--- src/rtl/mlp_pkg.sv ---
// Shared fixed-point constants and types for the MLP neuron datapath.
package mlp_pkg;
    localparam int          FRAC_BITS      = 8;
    localparam logic [15:0] Q_ONE          = 16'h0100;
    localparam logic [15:0] SAT_MAX        = 16'h7FFF;
    localparam int          ACC_W_DEF      = 40;
    localparam int          PSUM_DEPTH_DEF = 4;

    typedef logic signed [15:0]          q88_t;
    typedef logic signed [ACC_W_DEF-1:0] acc_t;
endpackage

--- src/rtl/mlp_psum_fifo.sv ---
// Partial-sum FIFO: head is visible combinationally, pops on empty and pushes on full are ignored.
module mlp_psum_fifo #(
    parameter int DEPTH = 4,
    parameter int W     = 40
) (
    input  logic         clk,
    input  logic         reset,
    input  logic         i_push,
    input  logic         i_pop,
    input  logic [W-1:0] i_din,
    output logic [W-1:0] o_head,
    output logic         o_full,
    output logic         o_empty
);
    localparam int AW = $clog2(DEPTH);
    localparam int CW = $clog2(DEPTH + 1);

    logic [W-1:0]  r_mem [DEPTH];
    logic [AW-1:0] r_rptr, r_wptr;
    logic [CW-1:0] r_count;
    logic          w_do_pop, w_do_push;

    assign o_full    = (r_count == CW'(DEPTH));
    assign o_empty   = (r_count == '0);
    assign o_head    = r_mem[r_rptr];
    // A pop in the same cycle frees the slot the push needs.
    assign w_do_pop  = i_pop & ~o_empty;
    assign w_do_push = i_push & (~o_full | w_do_pop);

    always_ff @(posedge clk) begin
        if (reset && w_do_push) r_mem[r_wptr] <= i_din;
    end

    always_ff @(posedge clk) begin
        if (!reset) begin
            r_rptr  <= '0;
            r_wptr  <= '0;
            r_count <= '0;
        end else begin
            if (w_do_push) r_wptr <= r_wptr + AW'(1);
            if (w_do_pop)  r_rptr <= r_rptr + AW'(1);
            case ({w_do_push, w_do_pop})
                2'b10:   r_count <= r_count + CW'(1);
                2'b01:   r_count <= r_count - CW'(1);
                default: r_count <= r_count;
            endcase
        end
    end
endmodule

--- src/rtl/mlp_pe.sv ---
// MLP processing element: 2-lane Q8.8 MAC into a wide accumulator, partial-sum parking,
// and a ReLU + saturating Q8.8 output register.
module mlp_pe
    import mlp_pkg::*;
#(
    parameter int PSUM_DEPTH = PSUM_DEPTH_DEF,
    parameter int ACC_W      = ACC_W_DEF
) (
    input  logic        clk,
    input  logic        reset,
    input  logic [31:0] input_data,
    input  logic [31:0] weight,
    input  logic        read_enable,
    input  logic        mux_select,
    input  logic        write_enable,
    input  logic        demux_select,
    output logic [15:0] pe_out
);
    q88_t                    w_a0, w_a1, w_b0, w_b1;
    logic signed [31:0]      w_p0, w_p1;
    logic signed [32:0]      w_sum;
    logic signed [ACC_W-1:0] r_prod, r_acc, w_head, w_base, w_shift;
    logic                    r_prod_v, w_full, w_empty, w_pop, w_push;
    logic [15:0]             r_pe_out, w_sat;

    assign w_a0  = input_data[15:0];
    assign w_a1  = input_data[31:16];
    assign w_b0  = weight[15:0];
    assign w_b1  = weight[31:16];
    assign w_p0  = w_a0 * w_b0;
    assign w_p1  = w_a1 * w_b1;
    assign w_sum = {w_p0[31], w_p0} + {w_p1[31], w_p1};

    assign w_pop  = r_prod_v & mux_select;
    assign w_push = write_enable & demux_select;

    mlp_psum_fifo #(.DEPTH(PSUM_DEPTH), .W(ACC_W)) u_fifo (
        .clk     (clk),
        .reset   (reset),
        .i_push  (w_push),
        .i_pop   (w_pop),
        .i_din   (r_acc),
        .o_head  (w_head),
        .o_full  (w_full),
        .o_empty (w_empty)
    );

    // A flush in the same cycle as an accumulate restarts the sum from zero.
    always_comb begin
        w_base = r_acc;
        if (mux_select)        w_base = w_empty ? '0 : w_head;
        else if (write_enable) w_base = '0;
    end

    assign w_shift = r_acc >>> FRAC_BITS;
    always_comb begin
        w_sat = w_shift[15:0];
        if (r_acc[ACC_W-1])             w_sat = '0;
        else if (|w_shift[ACC_W-1:15])  w_sat = SAT_MAX;
    end

    always_ff @(posedge clk) begin
        if (!reset) begin
            r_prod   <= '0;
            r_prod_v <= 1'b0;
            r_acc    <= '0;
            r_pe_out <= '0;
        end else begin
            r_prod_v <= read_enable;
            if (read_enable)  r_prod <= {{(ACC_W-33){w_sum[32]}}, w_sum};
            if (r_prod_v)     r_acc  <= w_base + r_prod;
            else if (write_enable) r_acc <= '0;
            if (write_enable && !demux_select) r_pe_out <= w_sat;
        end
    end

    assign pe_out = r_pe_out;

    logic w_unused;
    assign w_unused = w_full;
endmodule

--- config.mk ---
export PLATFORM = sky130hd
export DESIGN_NAME = mlp_pe
export DESIGN_NICKNAME = d
export VERILOG_FILES = /design/src/rtl/mlp_pkg.sv /design/src/rtl/mlp_psum_fifo.sv /design/src/rtl/mlp_pe.sv
export SDC_FILE = /design/constraint.sdc
export NUM_CORES = 2
export LEC_CHECK = 0
export CORE_ASPECT_RATIO = 1.25
export CORE_UTILIZATION = 50
export DETAILED_ROUTE_END_ITERATION = 10
export DONT_BUFFER_PORTS = 1
export SLEW_MARGIN = 20
export SYNTH_ARGS = -nofsm -noshare
export SYNTH_HDL_FRONTEND = slang
export SYNTH_SLANG_ARGS = --single-unit
export TNS_END_PERCENT = 5
--- constraint.sdc ---
create_clock -name clk -period 10 [get_ports clk]
set_input_delay 2 -clock clk [delete_from_list [all_inputs] [get_ports clk]]
set_output_delay 2 -clock clk [all_outputs]
set_load 0.005 [all_outputs]
Word level (Yosys, flattened, before mapping) --
Memory sizes are Yosys's and may differ from the RTL's. A register that Yosys moved wholly into a read port is not among the register bits. Cells that the tools add are included.
Storage, ports and cells: register bits 97, bits of input ports 70, output and inout port bits 16, memories kept 1, logic and storage cells 43, RAM bits 160
Cells by class: $mul 2, multiplexer cells 11, add/subtract/negate cells 6, eq/ne operators 3, reduce and logical (&&, ||, !) cells 6, bitwise operators 7
Memory list:
- u_fifo.r_mem | words 4, width 40, rd ports 1, clocked after Yosys merged registers in 1, write ports 1, RTL line mlp_psum_fifo.sv:18 | logic [W-1:0] r_mem [DEPTH];
Operators with widths (number):
- 40-bit 2-to-1 mux | 4
- 16-bit by 16-bit multiplier with 32-bit output | 2
- 40-bit by 33-bit adder with 40-bit output | 1
- 32-bit by 32-bit adder with 33-bit output | 1
- 16-bit 2-to-1 mux | 2
- 17-bit OR reduction | 1
- 3-bit one-hot mux with 2 select lines | 1
- 2-bit by 1-bit adder with 2-bit output, second input constant | 2
- 1-bit AND | 4
- 2-bit 2-to-1 mux | 2
- 3-bit by 1-bit adder with 3-bit output, second input constant | 1
- 3-bit equality test, second input constant | 1
- 3-bit logical NOT | 1
- 3-bit by 1-bit subtractor with 3-bit output, second input constant | 1
- 2-bit by 1-bit equality test with 1-bit output, second input constant | 1
- 2-bit equality test, second input constant | 1
- 1-bit logical AND | 2
- 1-bit 2-to-1 mux | 2
- 1-bit NOT | 2
- 2-bit nonzero test | 1
- 1-bit logical NOT | 1
- 1-bit bitwise OR | 1

Depth between registers and ports, before layout --
depth after elaboration 8, mapped depth 28, gate-level depth less buffers 27

Hierarchy --
Synthesis repeated with hierarchy kept, for this count alone.
Second synthesis, totals: cells, all modules 3108, area, all modules 32218.4 µm²
By module, submodules not included:
- mlp_pe | instances 1, cells an instance 2832, seq. area each 1801.7 µm², area an instance 25868.6 µm²
- mlp_psum_fifo | instances 1, cells an instance 276, seq. area each 4984.8 µm², area an instance 6349.8 µm²

Least setup slack after synthesis --
OpenSTA, ideal clock, no wires.
kind in2reg, start input weight[16], end register r_prod[31], stages on the path 23, library setup time 0.086 ns, setup slack 1.233 ns, path buffers 0, data arrival time 8.682 ns, required time 9.914 ns, cell sequence and2_1 -> fa_1 -> fa_1 -> inv_1 -> fa_1 -> inv_1 -> fa_1 -> fa_1 -> fa_1 -> fa_1 -> inv_1 -> fa_1 -> inv_1 -> ha_1 -> a21o_1 -> a21oi_1 -> nor3b_2 -> o211ai_1 -> a21o_1 -> a221oi_1 -> a21boi_1 -> xnor2_1 -> a211oi_1
On the way: cells in the longest elaborated chain, start to end 2
Ends and longest elaborated chain:
- start: declaration | RTL line mlp_pe.sv:12 | input logic [31:0] weight,
- 16-bit by 16-bit multiplier with 32-bit output | RTL line mlp_pe.sv:31 | assign w_p1 = w_a1 * w_b1;
- 32-bit by 32-bit adder with 33-bit output | RTL line mlp_pe.sv:32 | assign w_sum = {w_p0[31], w_p0} + {w_p1[31], w_p1};
- end signal: assignment | RTL line mlp_pe.sv:70 | if (read_enable) r_prod <= {{(ACC_W-33){w_sum[32]}}, w_sum};
- end: declaration | RTL line mlp_pe.sv:22 | logic signed [ACC_W-1:0] r_prod, r_acc, w_head, w_base, w_shift;
Every way passes these cells. A chain may end at the register's enable or synchronous reset.

Final worst setup path --
start input weight[15], end register r_prod[31]
On the way: cells in the longest elaborated chain, start to end 2
Ends and longest elaborated chain:
- 16-bit by 16-bit multiplier with 32-bit output | RTL line mlp_pe.sv:30 | assign w_p0 = w_a0 * w_b0;
- 32-bit by 32-bit adder with 33-bit output | RTL line mlp_pe.sv:32
Every way passes these cells.

==> flow_metrics.tcl <==
set metrics [dict create \
    syn_nets 3858 \
    path_common_cell "fa_1" \
    critical_path_arrival_ns 9.31 \
    status "completed" \
    wl_met2_mm 36.6 \
    synth-seq-cells 259 \
    fin_cells 3779 \
    ys_types 65 \
    cp.required_ns 10.44 \
    nFillCells 5607 \
    grt_pass1_wl_mm 121 \
    cts_setup_buffers 0 \
    vias 20300 \
    yosys-top-cells-count "inv_1, fa_1, nand2_1" \
    drv_slew 0 \
    viasPerCell 5.37 \
    ff_latch_area_um2 6790 \
    rsz0062_at_grt "no" \
    synth-async-reset-ratio_pct 0 \
    cts_hold_buf 0 \
    cp_max_fo 15 \
    initial_core_util_pct 50.7 \
    cts_tree "built" \
    htreeDepth 1 \
    synth-main-ff-cell "edfxtp_1" \
    final.setup_skew_ns 0.0226 \
    r2r_setup_slack_ns 5.46 \
    synthTopCellsByArea "fa_1, edfxtp_1, ha_1" \
    die_y_um 282 \
    ios 86 \
    core_area_um2 62000 \
    die_w_um 226 \
    synth_most_common_cell "inv_1" \
    final.setup.worst_slack_ns 1.13 \
    clock_latency_ns 0.53 \
    dpl_worst_slack_ns 0.523 \
    grt_pass1_vias 23000 \
    syn_to_final_growth_pct 4.66 \
    multi_input_area_um2 21900 \
    grt_overflow_total 0 \
    wire_per_inst_um 18.8 \
    max_slew_margin_pct 35.7 \
    avgSynthCellArea_um2 10.5 \
    io_buffers 0 \
    fin_nets 3779 \
    antenna_found_initial 1 \
    cp_cell_sequence "inv_1, nor2_1, fa_1, fa_1, inv_1, fa_1, inv_1, fa_1, fa_1, fa_1, fa_1, inv_1, fa_1, inv_1, ha_1, a21o_1, a21oi_1, nor3b_2, o211ai_1, a21o_1, a221oi_1, a21boi_1, xnor2_1, a211oi_1" \
    grt_max_degree 50 \
    setup_violations 0 \
    path_buf_inv 5 \
    netlist.area_leader.share_pct 37.3 \
    syn-instance-count 3010 \
    cts.sink_count 259 \
    fin_hold_ws_ns 0.468 \
    crit_type "input port to flip-flop" \
    antenna_left 0 \
    yosys.area.top_type "fa_1" \
    fin_crit_ns 8.87 \
    hold_viol 0 \
    synth_edf_count 160 \
    drt_iter0_markers 1009 \
    place_inst 3738 \
    route.detailed.drc 0 \
    gr-usage-all-layers_pct 24.0 \
    insertedDiodeCount 0 \
    path_delay_family "adder cells" \
    wl_met1_mm 29.5 \
    cp-end-kind "flip-flop" \
    cts_resized 0 \
    start_kind "input port" \
    ys_seq_area_share_pct 21.6 \
    setup_tns_ns 0 \
    clockBufferDepth 3 \
    critPathMaxStageDelay_ns 0.57 \
    hp-class "flip-flop to flip-flop" \
    fmax_ghz 0.113 \
    dieArea_um2 63900 \
    gp_congestion 0.870 \
    wl_met3_mm 3.18 \
    drive_above_1_share_pct 3.53 \
    period_share_pct 88.7 \
    rows 102 \
    synth_area_um2 31500 \
    ys_warn_count 0 \
    dp_hpwl_mm 58.6 \
    worst_pin_slew_ns 0.965 \
    wl_mm 71.1 \
    max-cap-violations 0 \
    cts-buffers-inserted 23 \
    maxUsedRoutingLayer "met4" \
    drtPass1Iterations 5 \
    clk_pin_slew_worst_paths_ns 0.07 \
    cts_root_buf "clkbuf_16" \
    slowest_stage "fa_1" \
]
per-layer routing:
| layer | global-route usage (%) | vias up |
|---|---|---|
| met4 | 6.27 | 0 |
| met2 | 43.2 | 438 |
| li1 | - | 9224 |
| met3 | 2.75 | 116 |
| met5 | 0 | - |
| met1 | 30.4 | 10500 |
logic make-up (layout without fill, tap and decap cells):
family / after synthesis / count (layout) / share of synthesized area (%)
and+or+nand+nor: 777 / 777 / 12.0
xor gates and xnor gates: 85 / 85 / 2.37
AOI/OAI and AO/OA: 313 / 313 / 6.80
DFF: 259 / 259 / 21.6
adders and majority gates: 778 / 778 / 44.9
buffers and inverters: 738 / 675 / 8.82
muxes: 60 / 60 / 3.50
flip-flops by register name, summed over array words and instances, names as in the netlist, named ones only:
register        cells
pe_out             16
r_acc              40
r_prod             33
r_prod_v            1
u_fifo.r_count      3
u_fifo.r_mem      160
u_fifo.r_rptr       2
u_fifo.r_wptr       2
worst min-delay path: cells and delay by family, from the launching register on:
kind	cells	cell delay, ns
and+or+nand+nor	1	0.05
DFF	1	0.32
AOI/OAI and AO/OA	1	0.05
cell usage in the layout, fill, tap and decap left out, types with 5 or more instances in the layout:
| cell type | n |
|---|---|
| a211oi_1 | 9 |
| a21o_1 | 28 |
| a21oi_1 | 78 |
| a22o_1 | 39 |
| a22oi_1 | 18 |
| a31oi_1 | 12 |
| and2_1 | 259 |
| and3_1 | 8 |
| buf_4 | 13 |
| clkbuf_1 | 5 |
| clkbuf_16 | 23 |
| clkinv_1 | 5 |
| dfxtp_1 | 97 |
| edfxtp_1 | 160 |
| fa_1 | 586 |
| ha_1 | 192 |
| inv_1 | 619 |
| mux2i_1 | 20 |
| mux4_2 | 40 |
| nand2_1 | 282 |
| nand2b_1 | 13 |
| nand3_1 | 18 |
| nor2_1 | 138 |
| nor2b_1 | 8 |
| nor3_1 | 23 |
| o211ai_1 | 12 |
| o21a_1 | 7 |
| o21ai_0 | 19 |
| o21ai_1 | 44 |
| o21bai_1 | 7 |
| o31ai_1 | 5 |
| or3_1 | 5 |
| xnor2_1 | 56 |
| xor2_1 | 29 |
layout make-up:
| cell class | instances | share of cell area [%] |
|---|---|---|
| multi-input combinational | 2013 | 66.6 |
| sequential | 259 | 20.6 |
| inverter | 621 | 7.08 |
| tap | 832 | 3.16 |
| clock buffer | 29 | 1.85 |
| clock inverter | 12 | 0.433 |
| timing repair buffer | 13 | 0.296 |
worst paths after layout:
kind,start,endpoint,depth (start not counted)
max reg2reg,flip-flop,r_acc[36]$_SDFF_PN0_,14
min,r_prod[28]$_SDFFE_PN0P_,r_prod[28]$_SDFFE_PN0P_,2
min reg2reg,r_prod[28]$_SDFFE_PN0P_,r_prod[28]$_SDFFE_PN0P_,2
max,weight[15],r_prod[31]$_SDFFE_PN0P_,24
through the flow:
stage	util [%]	cell area, um2
2_1_floorplan	-	31500
3_3_place_gp	51.9	32200
3_5_place_dp	51.9	32200
4_1_cts	53.1	32900
5_1_grt	53.1	32900
6_report	53.1	32900
Power is left out: the tool's default activity adds up to more than one toggle a clock period on the data nets, which glitch-free logic cannot reach.
